<file path="src/rtl/alu_share_arbiter_if.sv">
// alu_share_arbiter_if: request, response and shared-ALU signals of the arbiter
interface alu_share_arbiter_if;
    logic        req0_valid, req1_valid;
    logic        req0_ready, req1_ready;
    logic [1:0]  req0_op, req1_op;
    logic [31:0] req0_a, req0_b, req1_a, req1_b;
    logic        req0_setflags, req1_setflags;
    logic        rsp0_valid, rsp1_valid;
    logic [31:0] rsp_result;
    logic [3:0]  rsp_flags;
    logic [3:0]  flags_q;
    logic [1:0]  alu_ctrl;
    logic [31:0] alu_a, alu_b;
    logic [31:0] alu_result;
    logic [3:0]  alu_flags;

    modport master (
        output req0_valid, req1_valid, req0_op, req1_op, req0_a, req0_b, req1_a, req1_b,
               req0_setflags, req1_setflags, alu_result, alu_flags,
        input  req0_ready, req1_ready, rsp0_valid, rsp1_valid, rsp_result, rsp_flags, flags_q,
               alu_ctrl, alu_a, alu_b
    );

    modport slave (
        input  req0_valid, req1_valid, req0_op, req1_op, req0_a, req0_b, req1_a, req1_b,
               req0_setflags, req1_setflags, alu_result, alu_flags,
        output req0_ready, req1_ready, rsp0_valid, rsp1_valid, rsp_result, rsp_flags, flags_q,
               alu_ctrl, alu_a, alu_b
    );
endinterface

</file>
<file path="src/rtl/alu_share_arbiter.sv">
// alu_share_arbiter: round-robin sequencer time-sharing one ALU between two requesters
module alu_share_arbiter #(
    parameter int unsigned EXEC_CYCLES = 1,
    parameter logic [3:0]  FLAG_RESET  = 4'b0000
) (
    input logic clk,
    input logic reset_n,
    alu_share_arbiter_if.slave bus
);
    typedef enum logic [1:0] {IDLE, EXEC, RESP} state_t;

    state_t      state, state_next;
    logic        last_grant, owner, setflags;
    logic        any_valid, grant, done;
    logic        req0_ready, req1_ready;
    logic        rsp0_valid, rsp1_valid;
    logic [3:0]  count;
    logic [1:0]  alu_ctrl;
    logic [31:0] alu_a, alu_b, rsp_result;
    logic [3:0]  rsp_flags, flags_q;

    assign bus.req0_ready = req0_ready;
    assign bus.req1_ready = req1_ready;
    assign bus.rsp0_valid = rsp0_valid;
    assign bus.rsp1_valid = rsp1_valid;
    assign bus.rsp_result = rsp_result;
    assign bus.rsp_flags  = rsp_flags;
    assign bus.flags_q    = flags_q;
    assign bus.alu_ctrl   = alu_ctrl;
    assign bus.alu_a      = alu_a;
    assign bus.alu_b      = alu_b;

    // Grant a lone requester; on conflict grant the one not served last; readies only in IDLE
    always_comb begin
        any_valid  = bus.req0_valid | bus.req1_valid;
        grant      = (bus.req0_valid & bus.req1_valid) ? ~last_grant : bus.req1_valid;
        done       = (state == EXEC) && (count == 4'(EXEC_CYCLES - 1));
        req0_ready = (state == IDLE) & any_valid & ~grant;
        req1_ready = (state == IDLE) & any_valid & grant;
        state_next = (state == IDLE) ? (any_valid ? EXEC : IDLE) :
                     (state == EXEC) ? (done ? RESP : EXEC) : IDLE;
    end

    // State register
    always_ff @(posedge clk or negedge reset_n) begin
        if (!reset_n) state <= IDLE;
        else          state <= state_next;
    end

    // Operand launch on accept, settle count, result capture and architectural flag update
    always_ff @(posedge clk or negedge reset_n) begin
        if (!reset_n) begin
            last_grant <= 1'b1;
            owner      <= 1'b0;
            setflags   <= 1'b0;
            count      <= 4'd0;
            alu_ctrl   <= 2'd0;
            alu_a      <= 32'd0;
            alu_b      <= 32'd0;
            rsp_result <= 32'd0;
            rsp_flags  <= 4'd0;
            rsp0_valid <= 1'b0;
            rsp1_valid <= 1'b0;
            flags_q    <= FLAG_RESET;
        end else begin
            rsp0_valid <= done & ~owner;
            rsp1_valid <= done & owner;
            if (state == IDLE && any_valid) begin
                alu_ctrl   <= grant ? bus.req1_op : bus.req0_op;
                alu_a      <= grant ? bus.req1_a : bus.req0_a;
                alu_b      <= grant ? bus.req1_b : bus.req0_b;
                setflags   <= grant ? bus.req1_setflags : bus.req0_setflags;
                owner      <= grant;
                last_grant <= grant;
                count      <= 4'd0;
            end
            if (state == EXEC) count <= count + 4'd1;
            if (done) begin
                rsp_result <= bus.alu_result;
                rsp_flags  <= bus.alu_flags;
                if (setflags) flags_q <= alu_ctrl[1] ? {bus.alu_flags[3:2], flags_q[1:0]} : bus.alu_flags;
            end
        end
    end
endmodule

</file>
<file path="src/flat_wrapper.sv">
// flat-port wrapper written by rule: the top's interface ports become plain ports
module alu_share_arbiter_flat 
#(
    parameter int unsigned EXEC_CYCLES = 1,
    parameter logic [3:0]  FLAG_RESET  = 4'b0000
)
  (clk, reset_n, bus_req0_valid, bus_req1_valid, bus_req0_op, bus_req1_op, bus_req0_a, bus_req0_b, bus_req1_a, bus_req1_b, bus_req0_setflags, bus_req1_setflags, bus_alu_result, bus_alu_flags, bus_req0_ready, bus_req1_ready, bus_rsp0_valid, bus_rsp1_valid, bus_rsp_result, bus_rsp_flags, bus_flags_q, bus_alu_ctrl, bus_alu_a, bus_alu_b);
  alu_share_arbiter_if bus_i ();
  input logic clk;
  input logic reset_n;
  input wire logic [$bits(bus_i.req0_valid)-1:0] bus_req0_valid;
  input wire logic [$bits(bus_i.req1_valid)-1:0] bus_req1_valid;
  input wire logic [$bits(bus_i.req0_op)-1:0] bus_req0_op;
  input wire logic [$bits(bus_i.req1_op)-1:0] bus_req1_op;
  input wire logic [$bits(bus_i.req0_a)-1:0] bus_req0_a;
  input wire logic [$bits(bus_i.req0_b)-1:0] bus_req0_b;
  input wire logic [$bits(bus_i.req1_a)-1:0] bus_req1_a;
  input wire logic [$bits(bus_i.req1_b)-1:0] bus_req1_b;
  input wire logic [$bits(bus_i.req0_setflags)-1:0] bus_req0_setflags;
  input wire logic [$bits(bus_i.req1_setflags)-1:0] bus_req1_setflags;
  input wire logic [$bits(bus_i.alu_result)-1:0] bus_alu_result;
  input wire logic [$bits(bus_i.alu_flags)-1:0] bus_alu_flags;
  output wire logic [$bits(bus_i.req0_ready)-1:0] bus_req0_ready;
  output wire logic [$bits(bus_i.req1_ready)-1:0] bus_req1_ready;
  output wire logic [$bits(bus_i.rsp0_valid)-1:0] bus_rsp0_valid;
  output wire logic [$bits(bus_i.rsp1_valid)-1:0] bus_rsp1_valid;
  output wire logic [$bits(bus_i.rsp_result)-1:0] bus_rsp_result;
  output wire logic [$bits(bus_i.rsp_flags)-1:0] bus_rsp_flags;
  output wire logic [$bits(bus_i.flags_q)-1:0] bus_flags_q;
  output wire logic [$bits(bus_i.alu_ctrl)-1:0] bus_alu_ctrl;
  output wire logic [$bits(bus_i.alu_a)-1:0] bus_alu_a;
  output wire logic [$bits(bus_i.alu_b)-1:0] bus_alu_b;
  assign bus_i.req0_valid = bus_req0_valid;
  assign bus_i.req1_valid = bus_req1_valid;
  assign bus_i.req0_op = bus_req0_op;
  assign bus_i.req1_op = bus_req1_op;
  assign bus_i.req0_a = bus_req0_a;
  assign bus_i.req0_b = bus_req0_b;
  assign bus_i.req1_a = bus_req1_a;
  assign bus_i.req1_b = bus_req1_b;
  assign bus_i.req0_setflags = bus_req0_setflags;
  assign bus_i.req1_setflags = bus_req1_setflags;
  assign bus_i.alu_result = bus_alu_result;
  assign bus_i.alu_flags = bus_alu_flags;
  assign bus_req0_ready = bus_i.req0_ready;
  assign bus_req1_ready = bus_i.req1_ready;
  assign bus_rsp0_valid = bus_i.rsp0_valid;
  assign bus_rsp1_valid = bus_i.rsp1_valid;
  assign bus_rsp_result = bus_i.rsp_result;
  assign bus_rsp_flags = bus_i.rsp_flags;
  assign bus_flags_q = bus_i.flags_q;
  assign bus_alu_ctrl = bus_i.alu_ctrl;
  assign bus_alu_a = bus_i.alu_a;
  assign bus_alu_b = bus_i.alu_b;
  alu_share_arbiter #(.EXEC_CYCLES(EXEC_CYCLES), .FLAG_RESET(FLAG_RESET)) u_core (.clk(clk), .reset_n(reset_n), .bus(bus_i));
endmodule
</file>
<file path="config.mk">
export PLATFORM = sky130hd
export DESIGN_NAME = alu_share_arbiter_flat
export DESIGN_NICKNAME = d
export VERILOG_FILES = /design/src/rtl/alu_share_arbiter_if.sv /design/src/rtl/alu_share_arbiter.sv /design/src/flat_wrapper.sv
export SDC_FILE = /design/constraint.sdc
export NUM_CORES = 1
export LEC_CHECK = 0
export BUFFER_PORTS_ARGS = -buffer_cell sky130_fd_sc_hd__buf_2
export CELL_PAD_IN_SITES_DETAIL_PLACEMENT = 0
export CELL_PAD_IN_SITES_GLOBAL_PLACEMENT = 1
export CORE_MARGIN = 1.5
export CORE_UTILIZATION = 36
export DETAILED_ROUTE_END_ITERATION = 10
export PLACE_DENSITY_LB_ADDON = 0.08
export SETUP_SLACK_MARGIN = 0.2
export SLEW_MARGIN = 20
export SYNTH_ARGS = -nofsm -noshare
export SYNTH_HDL_FRONTEND = slang
export SYNTH_SLANG_ARGS = --single-unit
</file>
<file path="constraint.sdc">
create_clock -name clk -period 3 [get_ports clk]
set_input_delay 0.3 -clock clk [delete_from_list [all_inputs] [get_ports clk]]
set_output_delay 0.3 -clock clk [all_outputs]
set_load 0.1 [all_outputs]
</file>
==> results.sh <==
export IMPL_nFillCells=1261
export IMPL_synth_seq_area_share_pct=58.2
export IMPL_fp_dieW_um=121
export IMPL_grt_max_degree=74
export IMPL_max_freq_mhz=430
export IMPL_wl_per_cell_um=17.8
export IMPL_cp_buffers_inverters=1
export IMPL_clock_latency_ps=400
export IMPL_antenna_found_initial=1
export IMPL_cpLargestDelayFamily="simple AND/OR/NAND/NOR gates"
export IMPL_avgSynthCellArea_um2=14.0
export IMPL_critical_path_arrival_ps=2030
export IMPL_skew_ps=6.46
export IMPL_drc=0
export IMPL_setup_viol_count_final=0
export IMPL_layout_min_cycle_time_ps=2330
export IMPL_ctsRootBufferMaster="clkbuf_16"
export IMPL_holdCritPathClass="input pin to register"
export IMPL_required_ps=2700
export IMPL_cts_made_buffers=17
export IMPL_tightest_slew_ps=757
export IMPL_grt_pass1_vias=4458
export IMPL_maxCapViolCount=0
export IMPL_drtPass1Iterations=4
export IMPL_syn_inst=359
export IMPL_synth_seq_cells=117
export IMPL_utilization_pct=52.6
export IMPL_grt_setup_unrepaired="false"
export IMPL_io_buffer_count=283
export IMPL_wirelength_um=14700
export IMPL_start_kind="register"
export IMPL_final_cell_mix="buf_2, dfrtp_1, a221o_1"
export IMPL_drt_iter0_markers=245
export IMPL_dp_hpwl_um=10400
export IMPL_syn_num_nets=535
export IMPL_syn_to_final_growth_pct=44.2
export IMPL_nets=811
export IMPL_path_clk_slew_ps=50
export IMPL_cts_tree="built"
export IMPL_relSlewSlack_pct=49.6
export IMPL_slowest_stage="nor2_4"
export IMPL_viasPerCell=5.14
export IMPL_yosysWarningCount=0
export IMPL_fp_dieH_um=121
export IMPL_dp_cells=795
export IMPL_initial_core_util_pct=36.5
export IMPL_htree_levels=4
export IMPL_synth_area_um2=5030
export IMPL_vias=4265
export IMPL_path_cells="nor2_4 -> and3_2 -> buf_2"
export IMPL_rows=43
export IMPL_grt_overflow_total=0
export IMPL_worstPathMaxFanout=25
export IMPL_coreArea_um2=13800
export IMPL_slew_viol_final=0
export IMPL_die_area_um2=14700
export IMPL_ff2ff_setup_slack_ps=880
export IMPL_status="finished, final reports clean"
export IMPL_cts_buffer_depth=2
export IMPL_yosysUniqueCellTypes=30
export IMPL_track_usage_pct=20.5
export IMPL_final_cells=829
export IMPL_clock_sinks=117
export IMPL_min_period_over_period_pct=77.6
export IMPL_endpoint_kind="primary output"
export IMPL_finalWeightedCongestion=0.763
export IMPL_layout_commonest_cell="buf_2"
export IMPL_hold_viol=0
export IMPL_drive_gt1_share_pct=54.5
export IMPL_tns_ps=0
export IMPL_cpPeakStageDelay_ps=450
export IMPL_worstSetupPathType="register to primary output"
export IMPL_drtAntennaViolNets=0
export IMPL_grt_pass1_wl_um=23100
export IMPL_ios=284
-- metal layers --
layer  up-vias  global-route usage [%]  share of wire (%)
li1       1956                       -                  -
met4         0                    8.97                2.0
met5         -                       0                  0
met2       191                    33.8                 49
met1      2096                    24.6                 42
met3        22                    6.48                7.9
-- registers in the layout, summed over array words and instances, names as in the netlist --
register	count
u_core.bus.alu_a	32
u_core.bus.alu_b	32
u_core.bus.rsp_result	32
u_core.bus.flags_q	4
u_core.bus.rsp_flags	4
u_core.count	4
u_core.bus.alu_ctrl	2
u_core.state	2
u_core.bus.rsp0_valid	1
u_core.bus.rsp1_valid	1
u_core.last_grant	1
u_core.owner	1
u_core.setflags	1
-- worst register-to-register path, cell delays in order (launching register included) --
cell and delay [ps]:
dfrtp_1 400, inv_1 90, ha_1 140, nor3b_2 340, nand2_2 380, buf_12 310, mux2_1 340
-- final timing paths --
kind,depth (start not counted),from,to
worst max-delay path,3,u_core.state[0]$_DFF_PN0_,bus_req1_ready
worst min-delay path,2,bus_alu_result[7],u_core.bus.rsp_result[7]$_DFFE_PN0P_
worst max register to register,6,u_core.count[0]$_DFFE_PN0P_,u_core.bus.rsp_result[9]$_DFFE_PN0P_
worst min register to register,1,u_core.owner$_DFFE_PN0P_,u_core.bus.rsp0_valid$_DFF_PN0_
max in group asynchronous,3,reset_n,u_core.bus.alu_a[23]$_DFFE_PN0P_
min in group asynchronous,2,reset_n,u_core.bus.rsp_result[10]$_DFFE_PN0P_
-- synth_stat cells --
cell,instances,area (um^2)
nand2b_1,1,6.26
o21bai_1,1,7.51
a21boi_1,19,143
dfrtp_1,116,2900
nand4_1,1,6.26
nand3b_1,1,7.51
mux2_1,18,203
nand4b_1,1,8.76
nand2_1,2,7.51
and2b_2,1,8.76
mux2_4,18,270
a21oi_1,5,25.0
a221o_1,67,671
nor2_1,3,11.3
a22o_1,1,8.76
inv_1,4,15.0
dfstp_2,1,26.3
buf_2,15,75.1
or2_1,1,6.26
ha_1,2,25.0
a21boi_0,48,360
xor2_1,1,8.76
nor3b_2,1,12.5
mux2_2,6,67.6
nand3_1,1,5.00
clkbuf_1,14,52.6
nor2_2,1,6.26
and3_1,3,18.8
buf_6,5,56.3
buf_4,1,7.51
-- stage by stage --
stage	cell area, um^2	worst slack [ps]	hold slack [ps]
3_3_place_gp	6600	1030	342
2_1_floorplan	5030	1290	4.41
6_report	7250	673	108
3_5_place_dp	6600	864	346
5_1_grt	7250	516	92.1
4_1_cts	7250	624	88.3
-- cells by family (layout without fill, tap and decap cells) --
group / count (synthesis) / in the layout / synth area share (%)
AO/OA/AOI/OAI: 141 / 141 / 24.2
flip-flops: 117 / 117 / 58.2
multiplexers: 42 / 42 / 10.7
buffers and inverters: 39 / 328 / 4.10
AND/OR/NAND/NOR: 17 / 17 / 2.09
adder cells (fa/ha/maj): 2 / 2 / 0.497
XOR/XNOR: 1 / 1 / 0.174
other: 0 / 1 / 0
-- layout make-up --
class | count | area [um^2] | share of cell area (%)
Sequential cell | 117 | 2930 | 40.4
Multi-Input combinational cell | 203 | 1900 | 26.3
Timing Repair Buffer | 292 | 1540 | 21.2
Clock buffer | 23 | 488 | 6.73
Tap cell | 180 | 225 | 3.11
Clock inverter | 9 | 148 | 2.04
Inverter | 4 | 15.0 | 0.207
Antenna cell | 1 | 2.50 | 0.0345
-- what timing repair did --
action | in CTS | in global routing
resized for setup | 0 | 0
setup buffers | 0 | 0
endpoints found under the hold margin | 43 | 0
hold buffers | 1 | 0
Power is not shown: default switching activity piles up to over one toggle a cycle in this logic, so the estimate is an artifact.
